[config.mk]
export PLATFORM = sky130hd
export DESIGN_NAME = io_peripheral_unit
export DESIGN_NICKNAME = d
export VERILOG_FILES = /design/src/rtl/io_periph_pkg.sv /design/src/rtl/cap_threshold.sv /design/src/rtl/io_peripheral_unit.sv
export SDC_FILE = /design/constraint.sdc
export NUM_CORES = 1
export LEC_CHECK = 0
export ABC_AREA = 1
export BUFFER_PORTS_ARGS = -buffer_cell sky130_fd_sc_hd__buf_2
export CAP_MARGIN = 30
export CELL_PAD_IN_SITES_DETAIL_PLACEMENT = 0
export CELL_PAD_IN_SITES_GLOBAL_PLACEMENT = 1
export CORE_AREA = 10 10 194 196
export CTS_CLUSTER_DIAMETER = 40
export DETAILED_ROUTE_END_ITERATION = 6
export DIE_AREA = 0 0 204 206
export GPL_ROUTABILITY_DRIVEN = 0
export PLACE_DENSITY_LB_ADDON = 0.1
export SLEW_MARGIN = 20
export SYNTH_ARGS = -nofsm -noshare
export SYNTH_HDL_FRONTEND = slang
export SYNTH_SLANG_ARGS = --single-unit
[constraint.sdc]
create_clock -name clk_i -period 4.2 [get_ports clk_i]
set_input_delay 0.84 -clock clk_i [delete_from_list [all_inputs] [get_ports clk_i]]
set_output_delay 0.84 -clock clk_i [all_outputs]
set_load 0.05 [all_outputs]
[src/rtl/io_periph_pkg.sv]
// io_periph_pkg: shared op and FSM state encodings for the I/O peripheral unit
package io_periph_pkg;
  typedef enum logic [1:0] {
    OP_LED = 2'b00,
    OP_CAP = 2'b01,
    OP_THR = 2'b10,
    OP_RSV = 2'b11
  } op_e;
  typedef enum logic [1:0] {
    IDLE = 2'b00,
    EXEC = 2'b01,
    RESP = 2'b10
  } state_e;
endpackage

[src/rtl/cap_threshold.sv]
// cap_threshold: threshold register plus registered per-channel sensor-above-threshold flags
module cap_threshold #(
  parameter int NUM_CH = 9,
  parameter int SENS_W = 32,
  parameter int DATA_W = 32
) (
  input  logic                     clk_i,
  input  logic                     rst_i,
  input  logic                     we_i,
  input  logic [DATA_W-1:0]        wdata_i,
  input  logic [NUM_CH*SENS_W-1:0] sensor_readings_i,
  output logic [NUM_CH-1:0]        touched_o
);
  logic [DATA_W-1:0] thr_q;
  logic [NUM_CH-1:0] touched_d, touched_q;
  // compare every channel against the currently held threshold
  always_comb begin
    touched_d = '0;
    for (int i = 0; i < NUM_CH; i++) touched_d[i] = DATA_W'(sensor_readings_i[i*SENS_W +: SENS_W]) > thr_q;
  end
  // all-ones threshold out of reset so nothing reads as touched
  always_ff @(posedge clk_i) begin
    if (rst_i) begin
      thr_q     <= '1;
      touched_q <= '0;
    end else begin
      touched_q <= touched_d;
      if (we_i) thr_q <= wdata_i;
    end
  end
  assign touched_o = touched_q;
endmodule

[src/rtl/io_peripheral_unit.sv]
// io_peripheral_unit: LED/cap-sensor register file with valid/ready command/response; CAP_THRESHOLD_EN adds touch detection
module io_peripheral_unit
  import io_periph_pkg::*;
#(
  parameter int NUM_CH = 9,
  parameter int LED_W  = 16,
  parameter int SENS_W = 32,
  parameter int DATA_W = 32,
  parameter int SEL_W  = 4
) (
  input  logic                     clk_i,
  input  logic                     rst_i,
  input  logic                     cmd_valid_i,
  output logic                     cmd_ready_o,
  input  logic [1:0]               cmd_op_i,
  input  logic [SEL_W-1:0]         cmd_sel_i,
  input  logic [DATA_W-1:0]        cmd_data_i,
  output logic                     rsp_valid_o,
  input  logic                     rsp_ready_i,
  output logic [DATA_W-1:0]        rsp_data_o,
  output logic                     rsp_err_o,
  input  logic [NUM_CH*SENS_W-1:0] sensor_readings_i,
  output logic [NUM_CH*LED_W-1:0]  led_commands_o,
  output logic [NUM_CH-1:0]        touched_o
);
  state_e                  state_q, state_d;
  op_e                     op_q, op_d;
  logic [SEL_W-1:0]        sel_q, sel_d;
  logic [DATA_W-1:0]       data_q, data_d, rsp_data_q, rsp_data_d;
  logic [NUM_CH*LED_W-1:0] led_q, led_d;
  logic                    rsp_err_q, rsp_err_d, ch_ok, err;
  logic [SENS_W-1:0]       sens_sel;
  assign ch_ok    = 32'(sel_q) < NUM_CH;
  assign sens_sel = sensor_readings_i[32'(sel_q)*SENS_W +: SENS_W];
`ifdef CAP_THRESHOLD_EN
  assign err = (op_q == OP_RSV) || (op_q != OP_THR && !ch_ok);
`else
  assign err = (op_q == OP_RSV) || (op_q == OP_THR) || !ch_ok;
`endif
  // IDLE latches a command, EXEC acts and loads the response, RESP holds it until taken
  always_comb begin
    state_d    = state_q;
    op_d       = op_q;
    sel_d      = sel_q;
    data_d     = data_q;
    led_d      = led_q;
    rsp_data_d = rsp_data_q;
    rsp_err_d  = rsp_err_q;
    case (state_q)
      IDLE: if (cmd_valid_i) begin
        state_d = EXEC;
        op_d    = op_e'(cmd_op_i);
        sel_d   = cmd_sel_i;
        data_d  = cmd_data_i;
      end
      EXEC: begin
        state_d    = RESP;
        rsp_err_d  = err;
        rsp_data_d = (err || op_q != OP_CAP) ? '0 : DATA_W'(sens_sel);
        if (!err && op_q == OP_LED) led_d[32'(sel_q)*LED_W +: LED_W] = data_q[LED_W-1:0];
      end
      RESP:    state_d = rsp_ready_i ? IDLE : RESP;
      default: state_d = IDLE;
    endcase
  end
  // state and datapath registers; reset drops any in-flight command
  always_ff @(posedge clk_i) begin
    if (rst_i) begin
      state_q    <= IDLE;
      op_q       <= OP_LED;
      sel_q      <= '0;
      data_q     <= '0;
      led_q      <= '0;
      rsp_data_q <= '0;
      rsp_err_q  <= 1'b0;
    end else begin
      state_q    <= state_d;
      op_q       <= op_d;
      sel_q      <= sel_d;
      data_q     <= data_d;
      led_q      <= led_d;
      rsp_data_q <= rsp_data_d;
      rsp_err_q  <= rsp_err_d;
    end
  end
  assign cmd_ready_o    = state_q == IDLE && !rst_i;
  assign rsp_valid_o    = state_q == RESP;
  assign rsp_data_o     = rsp_data_q;
  assign rsp_err_o      = rsp_err_q;
  assign led_commands_o = led_q;
`ifdef CAP_THRESHOLD_EN
  cap_threshold #(
    .NUM_CH(NUM_CH),
    .SENS_W(SENS_W),
    .DATA_W(DATA_W)
  ) u_cap_threshold (
    .clk_i            (clk_i),
    .rst_i            (rst_i),
    .we_i             (state_q == EXEC && op_q == OP_THR),
    .wdata_i          (data_q),
    .sensor_readings_i(sensor_readings_i),
    .touched_o        (touched_o)
  );
`else
  logic unused_data;
  assign unused_data = ^data_q[DATA_W-1:LED_W];
  assign touched_o   = '0;
`endif
endmodule

==> impl_summary.md, run 1 <==
Run status
The run finished with clean final reports.

Timing
The clock skew after layout is 0.03355 ns. The fraction of the cycle the final worst path needs is 68.38%. At the pin with the least slew margin, the transition time is 0.8728 ns. Setup repair after global routing left no endpoint under its margin. Setup violations remaining at the end of the flow were counted as 0. Setup total negative slack on the finished layout was measured at 0 ns.

The max-slew headroom at the worst pin is 41.82%. For the finished layout, the period the worst path requires is 2.872 ns. Derived from the worst setup path, the maximum achievable clock frequency is 348.2 MHz. The final count of pins violating max slew is 0. The final number of hold-violating endpoints came to 0.

Detailed routing
The routed layout has 12,850 vias. Summed over all nets, wire length on met3 after detailed routing comes to 4022 um. The detailed-route vias per instance is 4.744. The met2 layer wire length in the routed design is 25,690 um.

For this block, the routed nets add up to 53,160 um of wire. The sum of routed wire segments on met1 is 22,460 um. For this run, the detailed router's first-pass iteration total came to 5. In this run, the number of DRC markers left after iteration 0 of detailed routing was 835.

After detailed routing, the average wire length per cell comes to 19.63 um. The count of nets left with antenna violations once routing finished came out at 0. After detailed routing, the number of remaining DRC violations is 0. Routed signal wires occupy layers up through met5.

Run
The number of maximum-capacitance constraint violations is 0.

Synthesis
The proportion of synthesized chip area in sequential cells is 36.75%. The share of the synthesized area in the top cell type is 36.75%. The per-instance average area after synthesis is 6.086 sq um. By area the synthesized netlist is led by sky130_fd_sc_hd__dfxtp_1 (37%), sky130_fd_sc_hd__nand2_1 (18%), sky130_fd_sc_hd__nand3_1 (13%), sky130_fd_sc_hd__nor2_1 (10%), sky130_fd_sc_hd__inv_1 (4.4%).

The number of distinct library cells after synthesis is 26. The post-synthesis cell area is 10,950 sq um. The number of flip-flops and latches in the synthesized netlist is 201. The number of instances in the synthesized netlist is 1,799. The Yosys step of the flow raised 0 warnings. The synthesized design spends more area on one cell type than any other, namely sky130_fd_sc_hd__dfxtp_1.

Clocking
In this run, post-CTS repair resized a total of 0 instances. The count of hold-fix buffers inserted at cts is 0. The clock transition at the register clock pins on the worst setup and hold paths after CTS is 0.05 ns. Clock latency on the worst-skew pair, taken at its later pin, is 0.52 ns. TritonCTS built the clock tree. Post-CTS timing repair inserted 0 buffers for setup. The longest clock path from root to sink contains 3 buffers. Clock tree synthesis inserted a total of 38 buffers. The CTS sink count is 201. The clock tree root buffer cell is sky130_fd_sc_hd__clkbuf_16.

The H-tree was split into 2 levels.

Worst hold path
The tightest min-delay check is of the reg -> reg type. The beginning of the worst hold path is rsp_data_o[23].

Layout
The final standard cell area without fillers is 15,050 sq um. Cells fill 44.32% of the core in the end. For this run, the post-layout net count is 2,555.

The post-synthesis to final-layout area growth is 37.42%. The fraction of final layout cells sized beyond drive strength 1 is 27.03%.

Global routing
The overall global routing resource usage is 24.04%. Entering global routing, the biggest net connects 105 pins. The global-route wire length before repair is 78,180 um. The via count of the first global-routing pass came to 12,830.

For this run the aggregate overflow at the end of global routing stands at 0. The initial antenna violation count was 8.

Pwr
VDD sags by at most 235.7 uV. In this run the static leakage power is 8.241 nW. For this design the ratio of total power to cell area is 433.2 nW/um^2.

Floorplan
The total area inside the core boundary comes to 33,950 sq um. In this run the count of I/O pins placed on the die edge is 518. For this configuration, the core starts out at a cell density of 32.25%.

The die outline height is 206 um. The horizontal extent of the die is 204 um. The floorplan has 68 rows. The floorplan step defined a die boundary enclosing 42,020 sq um.

Critical path
The worst setup path startpoint is sel_q[0]. The nature of the critical path startpoint is a flop. The endpoint required time on the critical path is 4.65 ns.

The sort of element at the end of the critical path is a flop. On the critical path the largest part of the delay comes from simple AND/OR/NAND/NOR gates. Data on the critical path arrives at its endpoint at 3.32 ns.

The slowest stage of the critical path is the sky130_fd_sc_hd__nor2_4 cell. The critical path's most frequent cell is sky130_fd_sc_hd__nand2_1. The critical path goes through inv_4 -> nand2_1 -> nor2_4 -> ha_1 -> nand3_1 -> nor2_8 -> nand2_2 -> nand2_1 -> nand2_1 -> nor2_1. The reg-to-reg critical path startpoint is sel_q[0]. The type of the setup path with the least slack is reg -> reg. The number of buffers and inverters on the critical path is 1. In this design, the stage delay of the slowest critical-path cell is 0.50 ns. The largest driver fanout on the critical path is 32.

Placed design
The port buffer count is 492. Summing all placed instances gives a cell area of 13,540 sq um. Summed over all nets, the half-perimeter wirelength after detailed placement is 39,620 um.
[cells in the mapped netlist]
| library cell | number |
|---|---|
| sky130_fd_sc_hd__nand4_1 | 2 |
| sky130_fd_sc_hd__nor2_4 | 4 |
| sky130_fd_sc_hd__o21ai_0 | 53 |
| sky130_fd_sc_hd__nor2_1 | 297 |
| sky130_fd_sc_hd__a21oi_1 | 67 |
| sky130_fd_sc_hd__nor2_8 | 2 |
| sky130_fd_sc_hd__clkinv_1 | 10 |
| sky130_fd_sc_hd__nand2_2 | 10 |
| sky130_fd_sc_hd__o21ai_1 | 1 |
| sky130_fd_sc_hd__nor3_1 | 36 |
| sky130_fd_sc_hd__inv_2 | 6 |
| sky130_fd_sc_hd__ha_1 | 5 |
| sky130_fd_sc_hd__nand2_4 | 1 |
| sky130_fd_sc_hd__o21bai_1 | 24 |
| sky130_fd_sc_hd__buf_2 | 42 |
| sky130_fd_sc_hd__inv_1 | 127 |
| sky130_fd_sc_hd__buf_6 | 7 |
| sky130_fd_sc_hd__buf_4 | 10 |
| sky130_fd_sc_hd__clkbuf_1 | 67 |
| sky130_fd_sc_hd__nand3_1 | 274 |
| sky130_fd_sc_hd__nand2_1 | 539 |
| sky130_fd_sc_hd__dfxtp_1 | 201 |
| sky130_fd_sc_hd__buf_1 | 10 |
| sky130_fd_sc_hd__conb_1 | 1 |
| sky130_fd_sc_hd__nor3_2 | 1 |
| sky130_fd_sc_hd__inv_4 | 2 |
[tightest hold or removal path, delay by kind of cell, from the launching register on]
kind | cells | cell delay [ns]
flops | 1 | 0.30
simple gates | 1 | 0.06
compound gates | 1 | 0.05
[registers in the layout (all words and copies together), names as in the netlist]
signal          cells
data_q             16
sel_q               4
rsp_err_o           1
op_q                2
rsp_data_o         32
state_q             2
led_commands_o    144
[metrics by stage]
stage	setup slack (ns)	hold slack [ns]	power (W)	instances
3_3_place_gp	1.011	0.4482	0.002998	2632
5_1_grt	1.020	0.4744	0.006780	2708
6_report	1.328	0.4624	0.006519	2708
3_5_place_dp	1.165	0.4538	0.003015	2634
4_1_cts	1.149	0.4619	0.006571	2703
2_1_floorplan	1.138	0.4476	0.002633	1807
[final timing paths]
kind / end / slack (ns) / depth (start not counted)
worst max-delay path: led_commands_o[119] / 1.33 / 10
worst min-delay path: rsp_data_o[23] / 0.46 / 2
worst max register to register: led_commands_o[119] / 1.33 / 10
worst min register to register: rsp_data_o[23] / 0.46 / 2
[routing by layer]
metal  global-route usage [%]  vias to the layer above
li1                         -                     6479
met1                    29.12                     5854
met2                    41.15                      446
met3                    6.881                       64
met4                    5.871                        4
met5                        0                        -
[final cells by class]
cell class	instances	area, sq um
Timing Repair Buffer	509	2650
Antenna cell	4	10.01
Tap cell	455	569.3
Inverter	145	551.8
Fill cell	3704	18900
Clock inverter	25	460.4
Multi-Input combinational cell	1325	5762
Clock buffer	44	1013
Sequential cell	201	4030
[logic make-up (layout without fill, tap and decap cells)]
logic type | Yosys count | count (layout) | synth area share, %
other cells | 1 | 13 | 0.03425
compound gates | 145 | 145 | 7.176
fa+ha+maj | 5 | 5 | 0.5714
buf+inv | 281 | 723 | 10.98
simple gates | 1166 | 1166 | 44.49
flops | 201 | 201 | 36.75
[layout by cell type, fill, tap and decap left out, drive strengths merged]
master and n:
nand4 2, clkinv 16, nand3 274, o21ai 54, bufinv 12, nor3 37
buf 509, ha 5, dfxtp 201, clkbuf 44, conb 9, a21oi 67
inv 137, clkinvlp 5, o21bai 24, nand2 550, diode 4, nor2 303
[power by group]
group          internal (W)  leakage [nW]  switching, W
sequential          0.00195          1.63     0.0000466
combinational      0.000320          5.91      0.000669
clock               0.00247         0.705       0.00107
No activity file was read; power rests on OpenSTA's default activity.
==> run 2, diff against run 1 <==
--- a/config.mk
+++ b/config.mk
@@ -10,10 +10,10 @@
 export CAP_MARGIN = 30
 export CELL_PAD_IN_SITES_DETAIL_PLACEMENT = 0
 export CELL_PAD_IN_SITES_GLOBAL_PLACEMENT = 1
-export CORE_AREA = 10 10 194 196
+export CORE_AREA = 10 10 199 201
 export CTS_CLUSTER_DIAMETER = 40
 export DETAILED_ROUTE_END_ITERATION = 6
-export DIE_AREA = 0 0 204 206
+export DIE_AREA = 0 0 209 211
 export GPL_ROUTABILITY_DRIVEN = 0
 export PLACE_DENSITY_LB_ADDON = 0.1
 export SLEW_MARGIN = 20
==> constraint.sdc (replaced) <==
create_clock -name clk_i -period 2.69 [get_ports clk_i]
set_input_delay 0.538 -clock clk_i [delete_from_list [all_inputs] [get_ports clk_i]]
set_output_delay 0.538 -clock clk_i [all_outputs]
set_load 0.05 [all_outputs]
==> impl_summary.md, run 2 (synthesis results as in run 1) <==
Run status
The run finished with clean final reports.

Timing
For this run, the top clock speed supported by timing is 414.5 MHz. The count of final setup violators is 0. The final critical delay including setup and external delays is 2.413 ns.

Setup repair after global routing left no endpoint under its margin. At the pin with the least slew margin, the transition time is 0.9611 ns. The final number of hold-violating endpoints was 0.

For the final routed database, the setup TNS stands at 0 ns. The clock skew after layout is 0.02500 ns. The final count of pins violating max slew was 0. The max-slew headroom at the worst pin is 35.93%. In the finished design, the share of the clock period the worst path needs comes to 89.69%.

Detailed routing
The first-iteration detailed-routing DRC count is 835. The number of iterations in the first detailed-routing pass is 5. In the routed design, unresolved DRC markers number 0. The post-detailed-routing wire length is 53,430 um.

The routed layout has 12,860 vias. The wire length per cell is 19.62 um. The detail route stage leaves a number of antenna-violating nets equal to 0.

The detailed-route vias per instance is 4.722.

Clocking
Buffers added to address setup during post-CTS repair amount to 0. The maximum number of buffers from clock root to sink is 3. The count of hold-fix buffers inserted at cts is 0. The CTS sink count is 201. The CTS buffer count is 39. The H-tree generated during clock tree synthesis spans 2 levels.

TritonCTS built the clock tree. Gates resized during post-CTS repair numbered 0. The later pin in the worst-skew pair is clocked with a latency of 0.51 ns. The clock transition at the register clock pins on the worst setup and hold paths after CTS is 0.05 ns. The clock tree root buffer cell is sky130_fd_sc_hd__clkbuf_16.

Floorplan
From left edge to right edge, the die measures 209 um. In this run the count of I/O pins placed on the die edge is 518. The die covers 44,100 sq um. The number of placement rows is 69. Once the floorplan was initialized, standard cells occupied 30.93% of the core. In this run the vertical extent of the chip is 211 um. The core box area is 35,400 sq um.

Layout
The number of nets at the end of the flow is 2,562. The fraction of final layout cells sized beyond drive strength 1 is 27.14%. The library cell used most frequently in the layout, excluding fill and tap cells, is sky130_fd_sc_hd__nand2_1. The register with the most flip-flops in the layout has 144 of them. In the layout the commonest cells are sky130_fd_sc_hd__nand2_1 (539), sky130_fd_sc_hd__buf_2 (492), sky130_fd_sc_hd__nor2_1 (297). Relative to the synthesized area, the layout overhead comes to 36.92%.

Critical path
The capture instance of the worst register-to-register path is led_commands_o[143]. The nature of the critical path startpoint is a flop. The reg-to-reg critical path startpoint is sel_q[0]. The largest single stage delay on the critical path is 0.43 ns. On the critical path, the stage with the largest delay is an instance of sky130_fd_sc_hd__nand2_2. The number of buffers and inverters on the critical path is 3. Measured in cells, the most critical reg-to-reg path has a length of 11. The sort of element at the end of the critical path is a flop.

The type of the setup path with the least slack is reg -> reg. The endpoint required time on the critical path is 3.08 ns. Traced cell by cell, the critical path runs through inv_4 -> nand2_1 -> nor2_4 -> buf_4 -> nand2_2 -> nand4_1 -> inv_2 -> nand2_2 -> nand2_1 -> nand2_1 -> nor2_1. Setup slack on the worst reg-to-reg path comes out at 0.28 ns. The critical path's most frequent cell is sky130_fd_sc_hd__nand2_1.

The data arrival time of the critical path is 2.80 ns. The largest driver fanout on the critical path is 33. Broken down by cell family, the worst path's largest delay share belongs to simple AND/OR/NAND/NOR gates.

Global routing
The initial antenna violation count is 10. For this run, the total global-route usage over all layers was measured as 22.90%. The global-route wire length before repair is 79,050 um. The via count of the first global-routing pass is 12,830. The pin count of the biggest net entering global routing is 163.

The total overflow left after global routing is 0.

Placed design
The port buffer count is 492. The estimated wirelength of the detail-placed design is 40,520 um.

Pwr
Summing internal, switching and leakage power gives 0.009717 W. The power per unit of standard cell area is 648.1 nW/um^2. The static leakage power is 8.231 nW.

The worst-case IR drop observed on VDD is 374.2 uV.

Worst hold path
The kind of path behind the tightest hold check is in -> reg. Along the worst hold path, the cell count comes to 4. The worst hold path terminates at state_q[1].

The beginning of the worst hold path is rsp_ready_i.

Run
Across the run, the number of max-cap violations was 0.
run 2: tightest hold or removal path, cell delays in order:
cell	delay (ns)
sky130_fd_sc_hd__buf_2	0.07
sky130_fd_sc_hd__inv_1	0.03
sky130_fd_sc_hd__nand2_1	0.05
sky130_fd_sc_hd__a21oi_1	0.05
run 2: worst max-delay path by stage:
stage	startpoint	end	slack (ns)	cells after the start
final	sel_q[0]	led_commands_o[143]	0.28	11
after global routing	sel_q[0]	led_commands_o[66]	0.01	11
after CTS	sel_q[0]	led_commands_o[143]	0.20	11
after detailed placement	sel_q[0]	led_commands_o[143]	0.24	11
after global placement	sel_q[0]	led_commands_o[143]	0.28	9
after floorplan	rst_i	cmd_ready_o	0.23	3
run 2: routing by layer:
metal	share of wire (%)	GRT usage, %
met3	8.4	7.776
met1	42	27.04
met4	1.9	5.607
met2	48	39.09
met5	0.049	0
run 2: stage by stage:
step | util (%) | cell area [sq um] | worst slack [ns] | hold WS, ns | cells
CTS | 42.30 | 14970 | 0.2037 | 0.2634 | 2716
floorplan | - | 10980 | 0.2315 | 0.4476 | 1807
finish | 42.35 | 14990 | 0.2773 | 0.2809 | 2723
global route | 42.34 | 14990 | 0.01074 | 0.2879 | 2721
detailed placement | 38.40 | 13590 | 0.2434 | 0.4536 | 2647
global placement | 38.40 | 13590 | 0.2756 | 0.4500 | 2647
run 2: layout make-up:
type | instances | area (sq um)
clock buffers | 54 | 1175
diodes | 7 | 17.52
flip-flops and latches | 201 | 4030
well taps | 461 | 576.8
multi-input cells | 1325 | 5759
clock inverters | 15 | 209.0
fillers | 3939 | 20400
repair buffers | 515 | 2673
inverters | 145 | 551.8
run 2: power by group:
| group | switching (W) | internal [W] |
|---|---|---|
| Combinational | 0.00104 | 0.000498 |
| Sequential | 0.0000642 | 0.00304 |
| Clock | 0.00164 | 0.00343 |
